**src/rtl/serial_addsub_seq.sv**
```systemverilog
// Bit-serial add/subtract sequencer driving an external 1-bit full adder/subtractor cell, LSB first.
// Optional: define SERIAL_ADDSUB_SAT_EN to saturate the result on signed overflow.
module serial_addsub_seq #(
   parameter int WIDTH = 16,
   localparam int CNT_W = $clog2(WIDTH)
) (
   input  logic             clk,
   input  logic             rst,
   input  logic             in_valid,
   output logic             in_ready,
   input  logic [WIDTH-1:0] in_a,
   input  logic [WIDTH-1:0] in_b,
   input  logic             in_sub,
   output logic             cell_a,
   output logic             cell_b,
   output logic             cell_sel,
   output logic             cell_cin,
   input  logic             cell_sum,
   input  logic             cell_cout,
   output logic             out_valid,
   input  logic             out_ready,
   output logic [WIDTH-1:0] out_result,
   output logic             out_carry,
   output logic             out_ovf
);

   typedef enum logic [1:0] {IDLE, RUN, DONE} state_t;

   state_t           state;
   logic [WIDTH-1:0] a_sh, b_sh, r_sh;
   logic [CNT_W-1:0] cnt;
   logic             carry, op, a_msb, b_msb;
   logic [WIDTH-1:0] r_next;
   logic             ovf_next;

   // Result as it will look once the current bit is shifted in
   assign r_next   = {cell_sum, r_sh[WIDTH-1:1]};
   assign ovf_next = op ? ((a_msb != b_msb) && (cell_sum != a_msb))
                        : ((a_msb == b_msb) && (cell_sum != a_msb));

   assign in_ready = (state == IDLE) && !rst;
   assign cell_a   = (state == RUN) && a_sh[0];
   assign cell_b   = (state == RUN) && b_sh[0];
   assign cell_cin = (state == RUN) && carry;
   assign cell_sel = op;

   always_ff @(posedge clk or posedge rst) begin
      if (rst) begin
         state      <= IDLE;
         a_sh       <= '0;
         b_sh       <= '0;
         r_sh       <= '0;
         cnt        <= '0;
         carry      <= 1'b0;
         op         <= 1'b0;
         a_msb      <= 1'b0;
         b_msb      <= 1'b0;
         out_valid  <= 1'b0;
         out_result <= '0;
         out_carry  <= 1'b0;
         out_ovf    <= 1'b0;
      end else begin
         case (state)
            IDLE: begin
               if (in_valid) begin
                  a_sh  <= in_a;
                  b_sh  <= in_b;
                  op    <= in_sub;
                  a_msb <= in_a[WIDTH-1];
                  b_msb <= in_b[WIDTH-1];
                  carry <= 1'b0;
                  cnt   <= '0;
                  state <= RUN;
               end
            end
            RUN: begin
               r_sh  <= r_next;
               carry <= cell_cout;
               a_sh  <= a_sh >> 1;
               b_sh  <= b_sh >> 1;
               cnt   <= cnt + 1'b1;
               if (cnt == CNT_W'(WIDTH - 1)) begin
                  state     <= DONE;
                  out_valid <= 1'b1;
                  out_carry <= cell_cout;
                  out_ovf   <= ovf_next;
`ifdef SERIAL_ADDSUB_SAT_EN
                  // Overflow direction always follows the sign of A in both modes
                  if (ovf_next)
                     out_result <= a_msb ? {1'b1, {(WIDTH-1){1'b0}}}
                                         : {1'b0, {(WIDTH-1){1'b1}}};
                  else
                     out_result <= r_next;
`else
                  out_result <= r_next;
`endif
               end
            end
            DONE: begin
               if (out_ready) begin
                  out_valid <= 1'b0;
                  state     <= IDLE;
               end
            end
            default: state <= IDLE;
         endcase
      end
   end

endmodule

```
**config.mk**
```make
export PLATFORM = sky130hd
export DESIGN_NAME = serial_addsub_seq
export DESIGN_NICKNAME = d
export VERILOG_FILES = /design/src/rtl/serial_addsub_seq.sv
export SDC_FILE = /design/constraint.sdc
export NUM_CORES = 1
export LEC_CHECK = 0
export ABC_AREA = 1
export BUFFER_PORTS_ARGS = -buffer_cell sky130_fd_sc_hd__buf_2
export CORE_UTILIZATION = 55
export DETAILED_ROUTE_END_ITERATION = 12
export PLACE_DENSITY_LB_ADDON = 0.08
export SLEW_MARGIN = 20
export SYNTH_ARGS = -nofsm -noshare
export SYNTH_HDL_FRONTEND = slang
export SYNTH_SLANG_ARGS = --single-unit
```
**constraint.sdc**
```tcl
create_clock -name clk -period 2.9 [get_ports clk]
set_input_delay 0.145 -clock clk [delete_from_list [all_inputs] [get_ports clk]]
set_output_delay 0.145 -clock clk [all_outputs]
set_load 0.02 [all_outputs]
```
Yosys cells after proc, flatten, opt, wreduce, memory -nomap -nowiden
Index checks and enable logic that the tools add are counted.
Operators by class
  add/sub/neg operators: 1
  equal/unequal tests: 9
  mux-type cells: 16
  reductions and logical operators: 15
Operators by type and width (number)
  case mux 16 bit (2 select lines): 2
  two-way mux 16 bit: 2
  case mux 4 bit (2 select lines): 1
  logical AND 1 bit: 6
  two-way mux 2 bit: 3
  case mux 2 bit (3 select lines): 1
  AND reduction 2 bit: 3
  AND reduction 3 bit: 2
  adder 4 x 1 -> 4 bit, second input constant: 1
  == test 4 bit, second input constant: 1
  two-way mux 1 bit: 4
  two-way mux 4 bit: 1
  != test 2 bit, second input constant: 2
  case mux 1 bit (2 select lines): 2
  nonzero test 2 bit: 2
  == test 2 x 1 -> 1 bit, second input constant: 1
  == test 2 bit, second input constant: 1
  zero test 2 bit: 1
  != test 1 bit: 2
  != test 2 x 1 -> 1 bit, second input constant: 1
  == test 1 bit: 1
  zero test 1 bit: 1
Word-level totals
  register bits after elaboration: 77
  input bits: 39
  output and inout port bits: 24
  logic and storage cells: 54

Logic depth before layout (Yosys ltp)
  depth in word-level cells: 3
  mapped depth: 7

Worst setup path after synthesis
No wires, ideal clock.
  path kind: reg-to-reg
  from: reg cnt[0]
  to: reg out_result[15]
  arrival: 1.163 ns
  required time: 2.779 ns
  slack: 1.616 ns
  stages on the path, launching flop included: 8
  clock period less this slack: 1.284 ns
  cells stage by stage: dfrtp_1 ha_1 nand3_1 nor2_4 inv_2 buf_2 nand2_1 o21ai_1
Between the ends
  cells in the longest elaborated chain, start to end: 2
Ends and longest elaborated chain
  from (decl): line 31  | logic [CNT_W-1:0] cnt;
  from (signal assigned): line 81  | cnt <= cnt + 1'b1;
  == test 4 bit: line 82  | if (cnt == CNT_W'(WIDTH - 1)) begin
  AND reduction 2 bit (no line)
  to (signal assigned): line 95  | out_result <= r_next;
  to (decl): line 22  | output logic [WIDTH-1:0] out_result,
Every way passes these cells.
A chain may end at the register's enable or synchronous reset.

Final worst setup path
  from: reg state[1]
  to: out cell_b
Between the ends
  cells in the longest elaborated chain, start to end: 2
Ends and longest elaborated chain
  from (decl): line 29  | state_t state;
  from (signal assigned): line 49  | state <= IDLE;
  from (signal assigned): line 73  | state <= RUN;
  from (signal assigned): line 83  | state <= DONE;
  == test 2 x 1 -> 1 bit: line 43  | assign cell_b = (state == RUN) && b_sh[0];
  logical AND 1 bit: line 43
  to (decl): line 15  | output logic cell_b,
Every way passes these cells.

==> impl_metrics.env <==
export IMPL_grt_pass1_vias=2540
export IMPL_min_from="out_ready"
export IMPL_maxCapViolCount=0
export IMPL_timing_fmax_mhz=517
export IMPL_hold_end="state[1]"
export IMPL_coreArea_um2=5920
export IMPL_synthXorXnorAreaFrac_pct=0
export IMPL_start_util_pct=56.7
export IMPL_synthCells=425
export IMPL_die_h_um=80.1
export IMPL_power_density_nw_per_um2=1100
export IMPL_r2r_end="a_sh[12]"
export IMPL_clkLatencyLatePin_ns=0.34
export IMPL_grt_busiest_layer="met2"
export IMPL_synth_compound_area_share_pct=5.40
export IMPL_worst_path_max_fanout=34
export IMPL_cts_max_level=3
export IMPL_cp_num_buf_inv=3
export IMPL_critPathTopFamily="buffers and inverters"
export IMPL_antenna_cells=0
export IMPL_ys_seq_area_share_pct=56.7
export IMPL_cts_buffer_depth=2
export IMPL_setup_tns_ns=0
export IMPL_die_x_um=80.1
export IMPL_antenna_found_initial=0
export IMPL_dr_pass1_iters=4
export IMPL_setup_viol=0
export IMPL_drt_wl_total_mm=6.71
export IMPL_critPathKind="reg2out"
export IMPL_area_growth_pct=16.7
export IMPL_viasPerCell=4.82
export IMPL_synth_most_common_cell="nand2_1"
export IMPL_crit_chain="inv_2 -> nand2_4 -> buf_4 -> nor2_1 -> buf_2"
export IMPL_cts_tree="done"
export IMPL_crit_required_ns=2.76
export IMPL_holdPathStages=2
export IMPL_rr_worst_depth=6
export IMPL_irDropWorstVdd_mv=0.526
export IMPL_synth_seq_cells=76
export IMPL_root_buffer="clkbuf_8"
export IMPL_antenna_left=0
export IMPL_dieArea_um2=6420
export IMPL_place_gp_congestion=0.746
export IMPL_cts_resized=0
export IMPL_max_slew_worst_pin_slew_ns=0.675
export IMPL_synth_top_area_share_pct=56.7
export IMPL_synth_edf_count=0
export IMPL_io_buffers=62
export IMPL_synth_top_family_by_area="simple AND/OR/NAND/NOR gates"
export IMPL_rsz0062_at_grt="no"
export IMPL_period_share_pct=66.7
export IMPL_min_path_type="in2reg"
export IMPL_synth_area_um2=3360
export IMPL_ys_warn_count=0
export IMPL_row_count=28
export IMPL_clock_sinks=76
export IMPL_syn_num_nets=465
export IMPL_grt_overflow=0
export IMPL_r2r_start="state[1]"
export IMPL_path_depth=5
export IMPL_synth_top_cells_by_count="nand2_1 (250), dfrtp_1 (76), inv_1 (22)"
export IMPL_vias=2712
export IMPL_fin_worst_skew_ns=0.00994
export IMPL_yosys_area_share_simple_pct=31.3
export IMPL_hold_violations=0
export IMPL_cts_buffers=9
export IMPL_async_flop_share_pct=100
export IMPL_drive_gt1_share_pct=18.4
export IMPL_synthTopCellsByArea="dfrtp_1 (57%), nand2_1 (28%), o21ai_0 (2.7%), inv_1 (2.5%), buf_2 (1.8%)"
export IMPL_met3_usage_pct=3.98
export IMPL_grt_util_met1_pct=31.5
export IMPL_wl_per_cell_um=11.9
export IMPL_start_kind="flop"
export IMPL_grt_max_degree=47
export IMPL_ios=63
export IMPL_critPathMaxStageDelay_ns=0.42
export IMPL_ys_flop_type="dfrtp_1"
export IMPL_met2_usage_pct=37.7
export IMPL_status="complete, no violations"
export IMPL_synthMuxAreaShare_pct=0
export IMPL_postCtsSetupRepairBufs=0
export IMPL_end_kind="output pin"
export IMPL_remaining_drc_errors=0
export IMPL_fin_hold_ws_ns=0.0368
export IMPL_period_needed_ns=1.93
export IMPL_synthAdderAreaFrac_pct=0.373
export IMPL_cp_slowest_cell="dfrtp_1"
export IMPL_relSlewSlack_pct=54.9
export IMPL_synth_top_area_cell="dfrtp_1"
export IMPL_clkTransAtPathRegs_ns=0.08
export IMPL_grt_pass1_wl_mm=11.5
export IMPL_syn_avg_cell_area_um2=7.90
export IMPL_slew_viol_final=0
export IMPL_r2r_setup_slack_ns=1.03
export IMPL_hpwl_mm=4.40
export IMPL_p_leak_uw=0.00223
export IMPL_drt_iter0_markers=211
export IMPL_arrival_ns=1.79
export IMPL_track_usage_pct=23.3
export IMPL_fin_nets=524
export IMPL_synth_distinct_cells=21
-- registers in the layout, indices dropped and copies added, names as in the netlist --
register and count:
a_msb 1, a_sh 16, b_msb 1, b_sh 16, carry 1, cell_sel 1, cnt 4, out_carry 1
out_ovf 1, out_result 16, out_valid 1, r_sh 15, state 2
-- area by class of cell --
| class | instances | area [um2] |
|---|---|---|
| Fill cell | 528 | 2000 |
| Inverter | 26 | 97.6 |
| Timing Repair Buffer | 67 | 363 |
| Clock inverter | 4 | 73.8 |
| Sequential cell | 76 | 1900 |
| Multi-Input combinational cell | 304 | 1240 |
| Clock buffer | 11 | 141 |
| Tap cell | 75 | 93.8 |
-- logic make-up (layout without fill, tap and decap cells) --
| group | after synthesis | in the layout |
|---|---|---|
| AND/OR/NAND/NOR | 268 | 268 |
| buffers and inverters | 45 | 108 |
| adder cells (fa/ha/maj) | 1 | 1 |
| flip-flops | 76 | 76 |
| AO/OA/AOI/OAI | 35 | 35 |
-- per-stage QoR --
step                setup slack [ns]  cells  utilization (%)  power, uW  cell area (um2)
floorplan                      0.817    425                -       3070             3360
global placement                1.12    547             62.3       3410             3690
detailed placement              1.05    547             62.3       3480             3690
CTS                            0.964    563             66.1       4360             3920
global route                   0.831    563             66.1       4710             3920
finish                         0.967    563             66.1       4320             3920
-- per-layer routing --
metal	routed length (um)	share of wire [%]
met1	3270	49
met2	3120	47
met3	234	3.5
met4	84	1.3
met5	0	0
-- where the power goes --
group / internal, uW / switching [uW]
registers: 1520 / 252
clock network: 504 / 373
logic: 552 / 1130
-- placed cells by master (no fill, tap or decap) --
| cell | Yosys | routed |
|---|---|---|
| nand2_1 | 250 | 250 |
| dfrtp_1 | 76 | 76 |
| buf_2 | 12 | 62 |
| inv_1 | 22 | 21 |
| o21ai_0 | 18 | 18 |
| o21ai_1 | 10 | 10 |
| clkbuf_8 | 0 | 10 |
| nor2_1 | 8 | 8 |
| inv_2 | 4 | 5 |
| nand3_1 | 4 | 4 |
| a21oi_1 | 3 | 3 |
| o22ai_1 | 3 | 3 |
| buf_4 | 5 | 3 |
| nand2_4 | 2 | 2 |
| bufinv_16 | 0 | 2 |
| nor2_4 | 1 | 1 |
| nor2_2 | 1 | 1 |
| nand3_4 | 1 | 1 |
| nor3_1 | 1 | 1 |
| o31ai_1 | 1 | 1 |
| ha_1 | 1 | 1 |
| clkbuf_1 | 1 | 1 |
| clkinv_4 | 0 | 1 |
| clkinv_2 | 0 | 1 |
| dlygate4sd3_1 | 0 | 1 |
| buf_12 | 0 | 1 |
-- repair_timing --
action | CTS | global route
hold buffers | 1 | 0
endpoints found under the hold margin | 30 | 0
setup endpoints to repair | 0 | 0
-- worst max path at each step --
stage                     startpoint       end  slack, ns
final                       state[1]    cell_b       0.97
after detailed placement    state[1]  a_sh[12]       1.05
after global placement      state[1]    cnt[3]       1.12
after global routing        state[1]   b_sh[6]       0.83
after floorplan                  rst     a_msb       0.82
after CTS                   state[1]    cell_b       0.96
(Power assumes the default switching activity.)
